**config.mk**
```make
export PLATFORM = sky130hd
export DESIGN_NAME = mcu_run_ctrl
export DESIGN_NICKNAME = d
export VERILOG_FILES = /design/src/rtl/mcu_run_ctrl.sv
export SDC_FILE = /design/constraint.sdc
export NUM_CORES = 1
export LEC_CHECK = 0
export BUFFER_PORTS_ARGS = -buffer_cell sky130_fd_sc_hd__buf_4
export CORE_MARGIN = 2
export CORE_UTILIZATION = 40
export DETAILED_ROUTE_END_ITERATION = 10
export PLACE_DENSITY = 0.76
export SETUP_SLACK_MARGIN = 0.02
export SKIP_LAST_GASP = 1
export SLEW_MARGIN = 20
export SYNTH_ARGS = -nofsm -noshare
export SYNTH_HDL_FRONTEND = slang
export SYNTH_SLANG_ARGS = --single-unit
```
**constraint.sdc**
```tcl
create_clock -name clk -period 1.65 [get_ports clk]
set_input_delay 0.0825 -clock clk [delete_from_list [all_inputs] [get_ports clk]]
set_output_delay 0.0825 -clock clk [all_outputs]
set_load 0.02 [all_outputs]
```
**src/rtl/mcu_run_ctrl.sv**
```systemverilog
// Run/load sequencer for the 8-bit accumulator MCU: image loader, CPU reset/run/halt control, memory-port mux.
// Optional single-step from HALT is compiled in when MCU_RUN_CTRL_STEP_EN is defined.
module mcu_run_ctrl #(
    parameter int unsigned ADDR_W    = 5,
    parameter int unsigned DATA_W    = 8,
    parameter logic [2:0]  HALT_OP   = 3'b000,
    parameter int unsigned RUN_LIMIT = 1023
) (
    input  logic              clk,
    input  logic              reset,
    input  logic              load_req,
    input  logic              start,
`ifdef MCU_RUN_CTRL_STEP_EN
    input  logic              step,
`endif
    input  logic              host_valid,
    input  logic [DATA_W-1:0] host_data,
    output logic              host_ready,
    output logic              cpu_reset,
    output logic              cpu_clk_en,
    input  logic              cpu_read,
    input  logic              cpu_write,
    input  logic [ADDR_W-1:0] cpu_addr,
    input  logic [DATA_W-1:0] cpu_wdata,
    input  logic              cpu_ld_ir,
    input  logic [2:0]        cpu_op,
    output logic [DATA_W-1:0] cpu_rdata,
    output logic [ADDR_W-1:0] mem_addr,
    output logic [DATA_W-1:0] mem_wdata,
    output logic              mem_we,
    output logic              mem_re,
    input  logic [DATA_W-1:0] mem_rdata,
    output logic [2:0]        state_o,
    output logic              halted,
    output logic              timeout,
    output logic [9:0]        run_cycles
);

    typedef enum logic [2:0] {
        S_IDLE = 3'd0,
        S_LOAD = 3'd1,
        S_CRST = 3'd2,
        S_RUN  = 3'd3,
        S_HALT = 3'd4
    } state_e;

    localparam logic [9:0] LIMIT = 10'(RUN_LIMIT);

    state_e            state_q, state_d;
    logic [ADDR_W-1:0] ptr_q, ptr_d;
    logic [9:0]        run_q, run_d;
    logic              timeout_q, timeout_d;
    logic              ld_ir_q;
    logic              host_ready_q;
    logic              cpu_reset_q;
    logic              clk_en_q;
    logic              halted_q;
    logic              accept;
    logic              halt_det;
`ifdef MCU_RUN_CTRL_STEP_EN
    logic              step_mode_q, step_mode_d;
`endif

    assign accept   = (state_q == S_LOAD) && host_valid && host_ready_q;
    // ld_ir_q only captures strobes seen while running, so a stale strobe cannot halt a fresh run
    assign halt_det = (state_q == S_RUN) && ld_ir_q && (cpu_op == HALT_OP);

    always_comb begin
        state_d   = state_q;
        ptr_d     = ptr_q;
        run_d     = run_q;
        timeout_d = timeout_q;
`ifdef MCU_RUN_CTRL_STEP_EN
        step_mode_d = step_mode_q;
`endif
        case (state_q)
            S_IDLE: begin
                if (load_req) begin
                    state_d = S_LOAD;
                    ptr_d   = '0;
                end else if (start) begin
                    state_d   = S_CRST;
                    run_d     = '0;
                    timeout_d = 1'b0;
                end
            end
            S_LOAD: begin
                if (accept) begin
                    ptr_d = ptr_q + 1'b1;
                    if (ptr_q == '1) begin
                        state_d = S_IDLE;
                    end
                end
            end
            S_CRST: begin
                state_d = S_RUN;
            end
            S_RUN: begin
                run_d = (run_q == '1) ? run_q : run_q + 10'd1;
                if (run_q == LIMIT) begin
                    timeout_d = 1'b1;
                    state_d   = S_HALT;
                end
                if (halt_det) begin
                    state_d = S_HALT;
                end
`ifdef MCU_RUN_CTRL_STEP_EN
                if (step_mode_q && cpu_ld_ir) begin
                    state_d = S_HALT;
                end
`endif
            end
            S_HALT: begin
                if (load_req) begin
                    state_d = S_LOAD;
                    ptr_d   = '0;
                end else if (start) begin
                    state_d   = S_CRST;
                    run_d     = '0;
                    timeout_d = 1'b0;
`ifdef MCU_RUN_CTRL_STEP_EN
                end else if (step && (cpu_op != HALT_OP)) begin
                    state_d     = S_RUN;
                    step_mode_d = 1'b1;
`endif
                end
            end
            default: begin
                state_d = S_IDLE;
            end
        endcase
`ifdef MCU_RUN_CTRL_STEP_EN
        if (state_d != S_RUN) begin
            step_mode_d = 1'b0;
        end
`endif
    end

    // Registered outputs are decoded from the next state so they line up with state_o.
    always_ff @(posedge clk or negedge reset) begin
        if (!reset) begin
            state_q      <= S_IDLE;
            ptr_q        <= '0;
            run_q        <= '0;
            timeout_q    <= 1'b0;
            ld_ir_q      <= 1'b0;
            host_ready_q <= 1'b0;
            cpu_reset_q  <= 1'b0;
            clk_en_q     <= 1'b0;
            halted_q     <= 1'b0;
        end else begin
            state_q      <= state_d;
            ptr_q        <= ptr_d;
            run_q        <= run_d;
            timeout_q    <= timeout_d;
            ld_ir_q      <= (state_q == S_RUN) && cpu_ld_ir;
            host_ready_q <= (state_d == S_LOAD);
            cpu_reset_q  <= (state_d == S_RUN) || (state_d == S_HALT);
            clk_en_q     <= (state_d == S_RUN);
            halted_q     <= (state_d == S_HALT);
        end
    end

`ifdef MCU_RUN_CTRL_STEP_EN
    always_ff @(posedge clk or negedge reset) begin
        if (!reset) begin
            step_mode_q <= 1'b0;
        end else begin
            step_mode_q <= step_mode_d;
        end
    end
`endif

    always_comb begin
        mem_addr  = ptr_q;
        mem_wdata = host_data;
        mem_we    = 1'b0;
        mem_re    = 1'b0;
        case (state_q)
            S_LOAD: begin
                mem_we = accept;
            end
            S_RUN: begin
                mem_addr  = cpu_addr;
                mem_wdata = cpu_wdata;
                mem_we    = cpu_write;
                mem_re    = cpu_read;
            end
            S_HALT: begin
                mem_addr  = cpu_addr;
                mem_wdata = cpu_wdata;
                mem_re    = cpu_read;
            end
            default: begin
                mem_we = 1'b0;
            end
        endcase
    end

    assign host_ready = host_ready_q;
    assign cpu_reset  = cpu_reset_q;
    assign cpu_clk_en = clk_en_q && !halt_det;
    assign halted     = halted_q;
    assign timeout    = timeout_q;
    assign run_cycles = run_q;
    assign state_o    = state_q;
    assign cpu_rdata  = mem_rdata;

endmodule

```
# Word level (Yosys, flattened, before mapping)
# Index checks and enable logic that the tools add are counted.
op_classes:
  add_sub_neg: 2
  n_reduce_logical: 17
  muxes: 22
  n_eq_ne: 15
ops:
  columns: ["operator", "n"]
  rows:
  - ["$mux 10", 3]
  - ["$pmux 10 s2", 1]
  - ["$mux 3", 6]
  - ["$mux 5", 3]
  - ["$pmux 3 s4", 1]
  - ["$add 10x1->10 const B", 1]
  - ["$eq 10x10->1 const B", 1]
  - ["$pmux 5 s2", 1]
  - ["$eq 3x2->1 const B", 3]
  - ["$mux 8", 1]
  - ["$reduce_and 4->1", 2]
  - ["$eq 3x1->1 const B", 2]
  - ["$eq 3x3->1 const B", 2]
  - ["$logic_and 1x1->1", 6]
  - ["$logic_not 3->1", 2]
  - ["$ne 2x1->1 const B", 3]
  - ["$ne 2x2->1 const B", 3]
  - ["$add 5x1->5 const B", 1]
  - ["$eq 5x5->1 const B", 1]
  - ["$mux 1", 4]
  - ["$pmux 1 s2", 2]
  - ["$reduce_bool 2->1", 2]
  - ["$reduce_or 2->1", 2]
  - ["$reduce_and 3->1", 1]
  - ["2 further kinds", 2]
word_totals:
  input_bits: 40
  out_inout_bits: 41
  regBits: 24

# Depth between registers and ports, before layout
logic_depth:
  word_depth: 7
  depth_mapped: 7
  ltp_nobuf: 7

# Least setup slack after synthesis
# OpenSTA, ideal clock, no wires.
synth_timing:
  path_kind: "flip-flop to output port"
  start: "register state_q[1] (netlist: state_o[1])"
  end: "output mem_addr[0]"
  stages_incl_launch_ff: 6
  path_buffers: 2
  t_required_ps: 1567
  arrival_time_ps: 1687
  path_slack_ps: -120
  cell_sequence: "dfrtp_1 buf_4 and3b_1 a21oi_2 buf_4 mux2_1"
synth_between:
  elab_chain_len: 3
  elab_cells_between_ends: 4
  cone_classes: "eq/ne: 2; mux: 1; reduce/logical: 1"
synth_lines:
  columns: ["item", "line", "rtl"]
  rows:
  - ["from (decl)", "49", "state_e state_q, state_d;"]
  - ["from (signal assigned)", "152", "state_q <= state_d;"]
  - ["$eq 3x2->1 or $eq 3x3->1 (tied branches)", "179", "case (state_q)"]
  - ["$reduce_or 2->1 (no source line) *", null, null]
  - ["$mux 5 *", "179", null]
  - ["to (decl)", "28", "output logic [ADDR_W-1:0] mem_addr,"]
# Every way passes the cells marked *; elsewhere a longest branch is shown, timed or not.

# Worst setup path after layout
layout_timing:
  start: "register state_q[1] (netlist: state_o[1])"
  end: "output mem_addr[3]"
# Same word-level chain as after synthesis.

==> impl_summary.txt <==
----------------------------------------------------
[Outcome]
  Status ... finished, violations left
  Violations in the final reports ... setup timing

[STA]
  Measured slew at the worst slew-check pin ... 0.315 ns
  Clock period minus final worst setup slack ... 1.95 ns
  Unrepaired setup endpoints after global routing ... yes
  Fin. Hold Viols ... 0
  Worst path setup slack after routing ... -0.299 ns
  Summed negative setup slack over all endpoints ... -3.98 ns
  Period utilisation layout ... 1.18
  Final setup skew ... 0.00479 ns
  Fmax ... 0.513 GHz
  Relative slew slack ... 0.790
  Max-slew violation count ... 0
  Hold WS ... 0.0837 ns
  Final Setup Violations ... 21

[Synth]
  Count of distinct cell types in the synthesized netlist ... 43
  Top FF cell, synth ... dfrtp_1
  Syn Std Cell Area ... 1440 um2
  Synthesized flop and latch total ... 24
  Count of mapped cells out of synthesis ... 140
  Area fraction in compound gates after synthesis ... 0.0980
  Arithmetic-cell share of the synthesized area counting full adders, half adders and majority gates ... 0.0260
  Synth Area in Simple Gates ... 0.239
  Synth area leaders ... dfrtp_1 42%, mux2_1 7.8%, buf_4 5.2%, mux2i_1 4.2%, nand2_1 4.2%
  Parity-gate share of the synthesized area counting xor and xnor cells ... 0.0121
  Biggest area consumer among synthesized cells ... dfrtp_1
  Number of enable flip-flop cells after synthesis ... 0
  Most repeated cell in the gate-level netlist after synthesis ... dfrtp_1
  Fraction of synthesis flops using an asynchronous set or reset pin ... 1.00
  Fraction of synthesized cell area taken by the top area cell type ... 0.416
  Ys Warns ... 0
  Sequential cell area fraction in the yosys report ... 0.416
  Fraction of synthesized area in multiplexers ... 0.151
  Post-synth top cells ... 24 x dfrtp_1, 16 x nand2_1, 10 x buf_4, 10 x mux2_1, 8 x nor2_1
  Average cell area after synthesis ... a little over 10 um2
  Combinational family with the most area after synthesis ... simple AND/OR/NAND/NOR gates
  Syn nets ... 183

[Finish]
  Flip-flop and latch area ... 604 um2
  Multi-input gate area ... between 800 and 900 um2
  Final layout net count ... about 270
  Diodes inserted ... 0
  Layout-stage area growth over the synthesis result ... 58.9%
  Fill count ... 273
  Share of final-layout standard cells stronger than drive strength 1 ... 0.588

[Worst setup path]
  Arrival time worst endpoint ... approximately 1.9 ns
  Slowest cell on the critical path ... dfrtp_2
  Crit path kind ... register to output port
  Peak per-stage delay on the critical path ... 0.46 ns
  Crit. End Element ... output port
  Element type at the critical path start ... register
  Max FO, Critical Path ... 14
  Critical Path, Cell by Cell ... and3b_2 > a21oi_4 > buf_12 > mux2_2 > buf_4
  Critical path required time ... 1.57 ns

[Clock tree]
  CTS tree ... built
  Clock tree root buffer cell ... clkbuf_4
  Clock latency at the later pin of the worst-skew pair ... 0.32 ns
  Clock-pin slew on the worst setup and hold paths ... ~0.13 ns
  Clock Sinks ... 24
  Num CTS Buffers ... 3
  Clk buf depth ... 2
  CTS H-Tree Depth ... 1

[Power]
  Combinational group share of total power ... 0.663
  Static Leak ... 1.09 nW
  Power Density ... 1710 nW/um2
  Switching Fraction ... 0.431
  Peak supply drop ... 0.000976 V
  Cell-internal power ... 2.23 mW
  Part of the power in registers ... 0.267
  Net switching power of the design ... about 1.7 mW
  Clock share of power ... 0.070

[Global routing]
  Overflow left after global routing ... 0
  Number of global-route vias before repair ... 1422
  Antenna violations before repair ... 0
  Wire length of the first global-routing pass ... just over 6000 um
  Overall routing resource usage ... 0.189
  Largest net degree at the start of global routing ... 25

[Die]
  Die Footprint ... 4100 um2
  Die Width ... about 64 um
  Initial Utilization ... 0.426
  Core box area ... 3390 um2
  Number of primary I/O pins ... 81
  Std cell rows ... 21
  Floorplan die height ... 64.1 um

[Flow run]
  Total of max-cap violations ... 0

[Route]
  Routed via count ... 1449
  DR pass1 iterations ... 4
  Routed length per placed instance ... around 16 um
  DR iter-0 viols ... 29
  Vias per Instance ... approximately 5.3
  DRC violation count after routing ... 0
  Total detailed-routing wirelength ... between 4000 and 5000 um
  Antenna Violating Nets Remaining ... 0

[Placed design]
  I/O Buffers ... 64
  Final estimated routing congestion in global placement ... 0.869
  Post-detailed-placement half-perimeter wirelength ... 3070 um

[Min path]
  Worst min-delay path category ... input pin to register

----------------------------------------------------
-- repair_timing --
action | 4_1_cts | 5_1_grt
hold buffers | 3 | 0
endpoints found under the setup margin | 16 | 23
setup buffers | 6 | 7
resized for setup | 2 | 18
endpoints found under the hold margin | 27 | 0
pin swaps | 1 | 8
-- layer usage --
layer / vias up / wire, um / GRT usage
li1: 682 / - / -
met3: 5 / 352 / 0.0440
met1: 700 / 1570 / 0.206
met4: 0 / 44 / 0.0408
met5: - / 0 / 0
met2: 62 / 2310 / 0.365
-- power by group through the flow --
stage	sequential (mW)	combinational [mW]	clock (mW)
floorplan	1.27	1.09	0
global placement	1.04	2.23	0
detailed placement	1.06	2.30	0
CTS	1.03	2.40	0.272
global route	1.08	2.76	0.302
finish	1.05	2.60	0.275
-- registers in the layout (all words and copies together) (netlist names) --
register	flops
clk_en_q	1
cpu_reset	1
halted	1
host_ready	1
ld_ir_q	1
ptr_q	5
run_cycles	10
state_o	3
timeout	1
-- worst max-delay path, delay by kind of cell, from the launching register on --
family	cells	cell delay, ns
DFF	1	0.46
and+or+nand+nor	1	0.25
AOI/OAI and AO/OA	1	0.16
muxes	1	0.35
buffers and inverters	2	0.32
-- metrics by stage --
stage	instance area, um2	worst slack, ns	utilization	std cells	power (mW)
after floorplan	1470	-0.0169	-	140	2.36
after global placement	2060	0.104	0.607	255	3.27
after detailed placement	2060	0.0306	0.607	255	3.36
after CTS	2170	-0.238	0.639	268	3.70
after global routing	2290	-0.352	0.676	274	4.15
final	2290	-0.299	0.676	274	3.93
-- cells in the final DEF, fill, tap and decap left out, drive strengths merged, types with 2 or more instances in the layout --
master / Yosys / final
nand3: 6 / 6
nand3b: 2 / 2
and2: 2 / 2
dlygate4sd3: 0 / 3
xnor2: 2 / 2
nor2: 8 / 8
o21ai: 4 / 4
nand2b: 2 / 2
and3b: 2 / 2
nand4: 3 / 3
or2: 3 / 3
mux2: 14 / 14
o31ai: 2 / 2
ha: 3 / 3
mux2i: 6 / 6
clkbuf: 0 / 4
a21oi: 6 / 6
a31oi: 2 / 2
dfrtp: 24 / 24
nor3: 6 / 6
nand2: 16 / 16
buf: 11 / 92
o211ai: 2 / 2
-- worst paths after layout --
| check | startpoint | to | slack, ns | cells past startpoint |
|---|---|---|---|---|
| worst max register to register | state_o[1]$_DFF_PN0_ | run_cycles[5]$_DFFE_PN0P_ | -0.12 | 7 |
| min in group asynchronous | reset | host_ready$_DFF_PN0_ | 0.18 | 2 |
| worst min-delay path | cpu_op[2] | state_o[2]$_DFF_PN0_ | 0.08 | 3 |
| worst max-delay path | state_o[1]$_DFF_PN0_ | mem_addr[3] | -0.30 | 5 |
| worst min register to register | timeout$_DFFE_PN0P_ | timeout$_DFFE_PN0P_ | 0.55 | 2 |
| max in group asynchronous | reset | state_o[1]$_DFF_PN0_ | 1.21 | 2 |
-- kinds of logic (layout without fill, tap and decap cells) --
group                    after synthesis  in the layout
AND/OR/NAND/NOR                       58             58
XOR/XNOR                               2              2
multiplexers                          20             20
flip-flops                            24             24
adder cells (fa/ha/maj)                3              3
buffers and inverters                 12            100
AO/OA/AOI/OAI                         21             21
-- layout make-up --
cell class,instances,share of cell area
multi-input combinational,104,0.372
timing repair buffer,95,0.326
sequential,24,0.264
tap,46,0.0251
clock buffer,4,0.0115
inverter,1,0.00164
No activity file was read; power rests on OpenSTA's default activity.
